<file path="src/rtl/mvm3_vec_accum.sv">
// mvm3_vec_accum: sums NUM_VEC consecutive VEC_LEN-word signed vectors element-wise, then drains the sums.
// Define MVM_ACC_SAT_EN to clamp each accumulate to the signed ACC_W range instead of wrapping.
module mvm3_vec_accum #(
  parameter int IN_W    = 16,
  parameter int ACC_W   = 20,
  parameter int VEC_LEN = 3,
  parameter int NUM_VEC = 5
) (
  input  logic             clk,
  input  logic             reset,
  input  logic             s_valid,
  input  logic             m_ready,
  input  logic [IN_W-1:0]  data_in,
  output logic             m_valid,
  output logic             s_ready,
  output logic [ACC_W-1:0] data_out
);

  // Handshakes: a word moves on any posedge where valid && ready; valid never waits on ready,
  // data is held while valid && !ready, and s_ready / m_valid are never high together.

  localparam int EW = (VEC_LEN > 1) ? $clog2(VEC_LEN) : 1;
  localparam int VW = (NUM_VEC > 1) ? $clog2(NUM_VEC) : 1;
  localparam logic [EW-1:0] ELEM_LAST = EW'(VEC_LEN - 1);
  localparam logic [VW-1:0] VEC_LAST  = VW'(NUM_VEC - 1);

  typedef enum logic {
    ACCUM = 1'b0,
    DRAIN = 1'b1
  } state_t;

  state_t                  state;
  logic signed [ACC_W-1:0] acc [VEC_LEN];
  logic [EW-1:0]           elem;
  logic [EW-1:0]           out_idx;
  logic [VW-1:0]           vec;

  logic                    accept;
  logic                    take;
  logic signed [ACC_W-1:0] ext_in;
  logic signed [ACC_W-1:0] acc_cur;
  logic signed [ACC_W-1:0] add_raw;
  logic signed [ACC_W-1:0] add_res;

  assign accept  = s_valid && s_ready;
  assign take    = m_valid && m_ready;
  assign ext_in  = ACC_W'($signed(data_in));
  assign acc_cur = acc[elem];
  assign add_raw = acc_cur + ext_in;

`ifdef MVM_ACC_SAT_EN
  logic add_ovf;
  // Overflow only when both operands share a sign that the result lost.
  assign add_ovf = (acc_cur[ACC_W-1] == ext_in[ACC_W-1]) && (add_raw[ACC_W-1] != acc_cur[ACC_W-1]);
  always_comb begin
    add_res = add_raw;
    if (add_ovf) begin
      add_res = acc_cur[ACC_W-1] ? {1'b1, {(ACC_W-1){1'b0}}} : {1'b0, {(ACC_W-1){1'b1}}};
    end
  end
`else
  assign add_res = add_raw;
`endif

  assign data_out = m_valid ? acc[out_idx] : '0;

  always_ff @(posedge clk) begin
    if (reset) begin
      state   <= ACCUM;
      s_ready <= 1'b1;
      m_valid <= 1'b0;
      elem    <= '0;
      vec     <= '0;
      out_idx <= '0;
      for (int i = 0; i < VEC_LEN; i++) begin
        acc[i] <= '0;
      end
    end else begin
      case (state)
        ACCUM: begin
          if (accept) begin
            // First vector of a group loads so stale sums never leak into the next group.
            acc[elem] <= (vec == '0) ? ext_in : add_res;
            if (elem == ELEM_LAST) begin
              elem <= '0;
              if (vec == VEC_LAST) begin
                vec     <= '0;
                out_idx <= '0;
                state   <= DRAIN;
                s_ready <= 1'b0;
                m_valid <= 1'b1;
              end else begin
                vec <= vec + 1'b1;
              end
            end else begin
              elem <= elem + 1'b1;
            end
          end
        end
        DRAIN: begin
          if (take) begin
            if (out_idx == ELEM_LAST) begin
              out_idx <= '0;
              state   <= ACCUM;
              m_valid <= 1'b0;
              s_ready <= 1'b1;
            end else begin
              out_idx <= out_idx + 1'b1;
            end
          end
        end
        default: begin
          state   <= ACCUM;
          s_ready <= 1'b1;
          m_valid <= 1'b0;
        end
      endcase
    end
  end

endmodule

</file>
<file path="config.mk">
export PLATFORM = sky130hd
export DESIGN_NAME = mvm3_vec_accum
export DESIGN_NICKNAME = d
export VERILOG_FILES = /design/src/rtl/mvm3_vec_accum.sv
export SDC_FILE = /design/constraint.sdc
export NUM_CORES = 1
export LEC_CHECK = 0
export ABC_AREA = 1
export BUFFER_PORTS_ARGS = -buffer_cell sky130_fd_sc_hd__buf_2
export CORE_MARGIN = 2
export CORE_UTILIZATION = 61
export CTS_CLUSTER_DIAMETER = 80
export DETAILED_ROUTE_END_ITERATION = 12
export PLACE_DENSITY = 0.8
export SLEW_MARGIN = 5
export SYNTH_ARGS = -nofsm -noshare
export SYNTH_HDL_FRONTEND = slang
export SYNTH_SLANG_ARGS = --single-unit
</file>
<file path="constraint.sdc">
create_clock -name clk -period 4.1 [get_ports clk]
set_clock_uncertainty 0.1 [all_clocks]
set_input_delay 0.82 -clock clk [delete_from_list [all_inputs] [get_ports clk]]
set_output_delay 0.82 -clock clk [all_outputs]
set_load 0.01 [all_outputs]
</file>
# Yosys cells after proc, flatten, opt, wreduce, memory -nomap -nowiden
# Memory sizes are Yosys's and may differ from the RTL's. A register that Yosys moved wholly into a read port is not among the register bits.
# Index checks and enable logic that the tools add are counted.
totals:
  mem_bits_ro: 0
  output_inout_bits: 22
  reg_bits: 10
  mem_count: 1
  inputBits: 20
  ram_bits: 60
  latch_bits: 0
  word_cells: 69
classes:
  shift: 0
  multipliers: 0
  n_div: 0
  n_bitwise: 1
  reduce_logical: 8
  add_sub_neg: 4
  muxes: 41
  magnitude_cmp: 0
  n_eq_ne: 8
memory_table:
  columns: ["name", "depth", "word_bits", "read_ports", "rd_ports_with_merged_regs", "write_ports", "line_no", "source"]
  rows:
  - ["acc", 3, 20, 2, 2, 3, "33", "logic signed [ACC_W-1:0] acc [VEC_LEN];"]
op_table:
  columns: ["operator", "count"]
  rows:
  - ["20-bit two-way mux", 3]
  - ["1-bit two-way mux", 22]
  - ["2-bit two-way mux", 11]
  - ["20-bit by 16-bit adder with 20-bit output", 1]
  - ["20-bit OR reduction", 1]
  - ["2-bit != test, second input constant", 3]
  - ["1-bit case mux with 2 select lines", 3]
  - ["5-bit AND reduction", 1]
  - ["2-bit by 1-bit adder with 2-bit output, second input constant", 2]
  - ["2-bit == test, second input constant", 2]
  - ["2-bit by 1-bit != test with 1-bit output, second input constant", 2]
  - ["2-bit case mux with 2 select lines", 1]
  - ["4-bit AND reduction", 1]
  - ["3-bit by 1-bit adder with 3-bit output, second input constant", 1]
  - ["3-bit == test, second input constant", 1]
  - ["3-bit logical NOT", 1]
  - ["3-bit two-way mux", 1]
  - ["3-bit AND reduction", 1]
  - ["1-bit logical AND", 2]
  - ["2-bit AND reduction", 1]
  - ["1-bit NOT", 1]

# Longest topological paths before layout
# Gate-level depths: netlist of run 1.
logic_depth:
  depth_word: 7
  depth_mapped: 19
  mapped_depth_nobuf: 17

# Least setup slack after synthesis of run 1
# OpenSTA, ideal clock, no wires.
synth_path:
  kind: "input port to flip-flop"
  startpoint: "in s_valid"
  endpoint: "mem acc[3][0] (enable)"
  t_arrival_ps: 3013
  path_slack_ps: 538
  n_path_buf: 0
  cell_stages: 4
  path_cell_list: "nand2_1 -> nor2_2 -> inv_1 -> nor4_1"
synth_rtl:
  columns: ["element", "line_no", "source"]
  rows:
  - ["start: declaration", "11", "input logic s_valid,"]
  - ["end: declaration", "33", null]

==> metrics.md, run 1 <==
| Metric | Value |
|---|---|
| Status | completed |
| Total of max-cap violations | 0 |
| Antenna diodes | 0 |
| Starting Density | 0.6221 |
| Initial antenna violation count | 0 |
| Max Fanout on Critical Path | 21 |
| Remaining Overflow, GRT | 0 |
| #FFs+latches synth | 94 |
| Min cycle time layout | 3363 ps |
| Post-synthesis sequential area ratio | 0.4453 |
| CP Capture Type | flip-flop |
| DR vias/cell | 5.873 |
| Core Rows | 36 |
| Final ANT Viol Nets | 0 |
| Later-pin clock latency in the skew report | 380 ps |
| Cell total after placement | 930 |
| CTS buffer count | 9 |
| Post-synth EDFFs | 80 |
| Core ar. | 0.009684 mm^2 |
| Top cell type's share of synthesized area | 0.3988 |
| GRT Overall Usage | 0.3249 |
| Num Clock Sinks | 94 |
| Worst path bufs/invs | 3 |
| TNS Setup | 0 ps |
| Worst-path clk slew | 110 ps |
| First-pass GRT wire length | 25880 um |
| Cell count after synthesis | 785 |
| P per Cell Area | 371.4 mW/mm^2 |
| Period utilization | 0.8203 |
| Final core utilization | 0.6711 |
| Crit path launch type | flip-flop |
| Largest net degree at the start of global routing | 42 |
| Final Hold Viols | 0 |
| WP data required | 4100 ps |
| Syn_nets | 827 |
| Routed via count | 5556 |
| Wire per inst | 17.53 um |
| DR pass1 iterations | 5 |
| Port Buf Inserts | 41 |
| Clk buf depth | 2 |
| DRC | 0 |
| Arr. time, crit path | 3370 ps |
| Post-CTS sizing | 0 |
| F_max | 0.2973 GHz |
| Post-Syn Area per Cell | 7.675 um^2 |
| Max VDD drop | 0.2049 mV |
| Post-synthesis async set-or-reset flop share | 0 |
| Least-Margin Pin Slew | 1184 ps |
| Mapped Area | 0.006025 mm^2 |
| H-tree depth | 3 |
| Routed WL | 16580 um |
| Crit path cell chain | inv_1, o21ai_0, o22ai_1, ha_1, inv_1, fa_1, inv_1, nand3_1, nand3_1, nand2_1, nand2_1, nand2_1, nand3_1, nand3_1, nand2_1, nor2_1 |
| Layout area overhead | 7.871% |
| Top cells by area, synth | edfxtp_1 (40%), nor2_1 (11%), nand2_1 (7.8%) |
| CP top delay family | simple AND/OR/NAND/NOR gates |
| Detailed placer's ending HPWL | 11210 um |
| Vias in the first global route | 5043 |
| Final setup viols | 0 |
| Root Driver | clkbuf_8 |
| Max-slew headroom | 0.2096 |
| DRC marker count from the first detailed-route iteration | 461 |
| Setup Fix Bufs, Post-CTS | 0 |
| RSZ-0062 raised after global routing | no |
| P_leak | 0.002767 uW |
| Hold slack final | 421.0 ps |
| Hold Buf Count CTS | 0 |
| Chip height | 103.4 um |
| Top_reg_cell synth | edfxtp_1 |
| Kind of critical path | reg2reg |
| Nets | 850 |
| Routability cong. | 0.9132 |
| Largest area contributor in the synthesized netlist | edfxtp_1 |
| Synth warn | 0 |
| Fin cells | 946 |
| Die ar. | 0.01069 mm^2 |
| Synth cell types | 39 |
| Ports | 42 |
| CP max-delay cell | inv_1 |
| Slew Limit Fails | 0 |
| CTS tree | yes |
| Layout cells sized above 1 | 0.1328 |
| Min-Delay Path Class | reg2reg |
| Slowest cell delay on critical path | 550 ps |
| Die width | 103.4 um |
## metrics by stage
step                setup WS (ps)  cell area, um^2  total power (uW)
finish                      736.6             6499              2414
global route                418.5             6499              2537
CTS                         816.7             6499              2391
detailed placement          826.5             6309              1807
global placement            958.7             6309              1788
floorplan                   538.3             6025              1638
## tightest hold or removal path, cell delays in order (launching register included)
cell and delay, ps:
dfxtp_1 360, nand2_1 70, a21oi_1 50
## final timing paths
kind / start / endpoint / slack, ps / cells past startpoint
worst min register to register: m_valid / m_valid / 420 / 2
worst max register to register: flip-flop / acc[2][12] / 740 / 16
worst min-delay path: m_valid / m_valid / 420 / 2
worst max-delay path: flip-flop / acc[2][12] / 740 / 16
## layer usage
layer  GRT usage  routed length [um]
met4      0.1164                 436
met1      0.4602                6891
met5           0                   0
met2      0.4978                7429
met3     0.06720                1825
## synthesized netlist by cell type (5+ instances only)
library cell	n
nand2_2	9
dfxtp_1	14
ha_1	21
inv_1	69
buf_2	9
nand2_1	125
edfxtp_1	80
or2_2	5
nand3_2	12
o22ai_1	19
nand3_1	30
o21ai_0	86
clkbuf_1	26
a21oi_1	64
nor2_1	170
## cells by family (layout without fill, tap and decap cells)
kind of cell | count (synthesis) | count (layout) | synth area share
flops | 94 | 94 | 0.4453
buf+inv | 111 | 139 | 0.07165
fa+ha+maj | 22 | 22 | 0.04694
xor+xnor | 5 | 5 | 0.007269
compound gates | 184 | 184 | 0.1622
simple gates | 369 | 369 | 0.2667
## cells in the final DEF (no fill, tap or decap), drive strengths merged
master,count
a21oi,66
a31oi,1
a32oi,1
and2,3
buf,49
clkbuf,9
clkinv,4
dfxtp,14
edfxtp,80
fa,1
ha,21
inv,77
nand2,134
nand3,42
nand3b,3
nand4,1
nor2,176
nor3,1
nor4,1
o21ai,92
o21bai,3
o22ai,19
o31ai,2
or2,8
xnor2,1
xor2,4
## sequential cells by signal, indices dropped and copies added (netlist names), named ones only
signal / count
m_valid: 1
vec: 3
state: 1
elem: 2
acc: 80
out_idx: 2
s_ready: 1
## report_power, final
part	switching (uW)	internal, uW	total, uW
combinational	468	222	690
sequential	23.5	1090	1110
clock	374	237	611
total	865	1550	2410
## cell type report
| class | count | area (um^2) |
|---|---|---|
| Fill cell | 812 | 3186 |
| Multi-Input combinational cell | 580 | 2917 |
| Sequential cell | 94 | 2683 |
| Inverter | 74 | 277.8 |
| Timing Repair Buffer | 49 | 265.3 |
| Tap cell | 133 | 166.4 |
| Clock buffer | 9 | 123.9 |
| Clock inverter | 7 | 66.31 |
Note: power is estimated with default switching activity, not from simulation.
==> run 2, diff against run 1 <==
==> constraint.sdc (replaced) <==
create_clock -name clk -period 3.3 [get_ports clk]
set_clock_uncertainty 0.1 [all_clocks]
set_input_delay 0.66 -clock clk [delete_from_list [all_inputs] [get_ports clk]]
set_output_delay 0.66 -clock clk [all_outputs]
set_load 0.01 [all_outputs]
==> run 2 against run 1 <==
Against the previous run:
- first-iteration DRC count increased by 67%
- die area unchanged
- sequential share of layout area decreased by 0.79 points
- via count increased by 2.7%
- combinational power increased by 27%
- power increased by 27%
- clock power increased by 33%
- fmax increased by 10%
- non-clock buffer count increased by 10
- hold slack got worse by 27 ps
- routed wire length increased by 0.37%
==> metrics.md, run 2 (same netlist as run 1, synthesis figures left out) <==
| Metric | Value |
|---|---|
| Ports | 42 |
| Layout cells sized above 1 | 0.1422 |
| Die ar. | 0.01069 mm^2 |
| First-pass GRT wire length | 25870 um |
| Arr. time, crit path | 3050 ps |
| Min-Delay Path Class | reg2reg |
| RSZ-0062 raised after global routing | no |
| F_max | 0.3273 GHz |
| CTS tree | yes |
| Core Rows | 36 |
| Most frequent cells in the layout | nor2_1 (170), nand2_1 (125), o21ai_0 (86) |
| Worst r2r dst | acc[2][12] |
| DR pass1 iterations | 7 |
| Biggest register | acc |
| WP data required | 3300 ps |
| Cell total after placement | 940 |
| CTS buffer count | 9 |
| CP Capture Type | flip-flop |
| Largest net degree at the start of global routing | 42 |
| DRC marker count from the first detailed-route iteration | 769 |
| Nets | 860 |
| Hold path endpoint | s_ready |
| Vias in the first global route | 5305 |
| Kind of critical path | reg2reg |
| TNS Setup | 0 ps |
| Least-Margin Pin Slew | 1032 ps |
| Chip height | 103.4 um |
| Routability cong. | 0.9538 |
| M3 GR Usage | 0.05040 |
| Total of max-cap violations | 0 |
| Final ANT Viol Nets | 0 |
| Wire per inst | 17.41 um |
| Hold path depth | 2 |
| H-tree depth | 3 |
| Later-pin clock latency in the skew report | 370 ps |
| Antenna diodes | 0 |
| Num Clock Sinks | 94 |
| R2R depth | 14 |
| Final setup viols | 0 |
| Fin cells | 956 |
| GRT met2 Usage | 0.5002 |
| Total Power | 3072 uW |
| Port Buf Inserts | 41 |
| Die width | 103.4 um |
| Remaining Overflow, GRT | 0 |
| Detailed placer's ending HPWL | 11650 um |
| DRC | 0 |
| Routed WL | 16640 um |
| Min cycle time layout | 3055 ps |
| DR vias/cell | 5.967 |
| Hold Buf Count CTS | 0 |
| Worst-path clk slew | 90 ps |
| Clk buf depth | 2 |
| R2R Setup Slk | 250 ps |
| Grt met1 use | 0.4448 |
| Root Driver | clkbuf_8 |
| Slew Limit Fails | 0 |
| Setup Fix Bufs, Post-CTS | 0 |
| Hold slack final | 393.5 ps |
| Most common cell after layout, fill and taps aside | nor2_1 |
| Status | completed |
| Largest registers | acc x80, vec x3 |
| GRT Overall Usage | 0.3222 |
| Routed via count | 5704 |
| P_leak | 0.002832 uW |
| Largest register FFs | 80 |
| Initial antenna violation count | 0 |
| Layout area overhead | 10.03% |
| Max-slew headroom | 0.3113 |
| Starting Density | 0.6221 |
| Final Hold Viols | 0 |
| GR peak layer | met2 |
| Crit path launch type | flip-flop |
| Core ar. | 0.009684 mm^2 |
| P per Cell Area | 463.4 mW/mm^2 |
| Max Fanout on Critical Path | 15 |
| Post-CTS sizing | 0 |
| Period utilization | 0.9257 |
| Min-delay src | s_ready |
| Max VDD drop | 0.2422 mV |
## run 2: cell count changes in the layout (fill, tap and decap cells not counted), sizes merged
cell and delta:
buf +10, clkbuf +6, clkinv -2, clkinvlp +1
inv -5
## run 2: worst max path at each step
stage,to,slack (ps),depth (start not counted)
floorplan,acc[1][12],550,18
global placement,acc[2][12],340,16
detailed placement,acc[2][12],260,17
CTS,acc[2][12],220,17
global route,acc[2][12],10,16
finish,acc[2][12],250,14
## run 2: per-layer routing
metal | routed length [um] | vias up
met5 | 0 | -
met4 | 469 | 0
met3 | 1833 | 55
met2 | 7754 | 351
met1 | 6586 | 2612
li1 | - | 2686
## run 2: final cells by class
class                      count  area [um^2]
fill                         762         3055
multi-input combinational    580         2925
sequential                    94         2684
timing repair buffer          59        356.6
inverter                      74        281.5
clock buffer                  15        210.2
tap                          133        166.4
clock inverter                 1        5.005
## run 2: per-stage QoR
| stage | worst slack [ps] | util | cell area [um^2] |
|---|---|---|---|
| after floorplan | 546.2 | - | 6031 |
| after global placement | 344.5 | 0.6614 | 6405 |
| after detailed placement | 264.7 | 0.6614 | 6405 |
| after CTS | 224.8 | 0.6836 | 6620 |
| after global routing | 11.95 | 0.6845 | 6629 |
| final | 245.0 | 0.6845 | 6629 |
## run 2: power breakdown
| part | total [uW] | leakage (uW) | internal, uW | switching [uW] |
|---|---|---|---|---|
| Sequential | 1390 | 0.000918 | 1350 | 35.0 |
| Clock | 812 | 0.000109 | 412 | 399 |
| Combinational | 873 | 0.00180 | 291 | 582 |
## run 2: critical path, cell delays in order, from the launching register on
cell and delay, ps:
dfxtp_1 400, clkinvlp_4 320, a32oi_1 450, inv_1 110
fa_1 440, inv_1 90, nand3_1 60, nand3_1 140
nand2_1 70, nand2_1 120, nand2_1 100, nand3_1 70
nand3_1 90, nand2_1 170, nor2_1 50
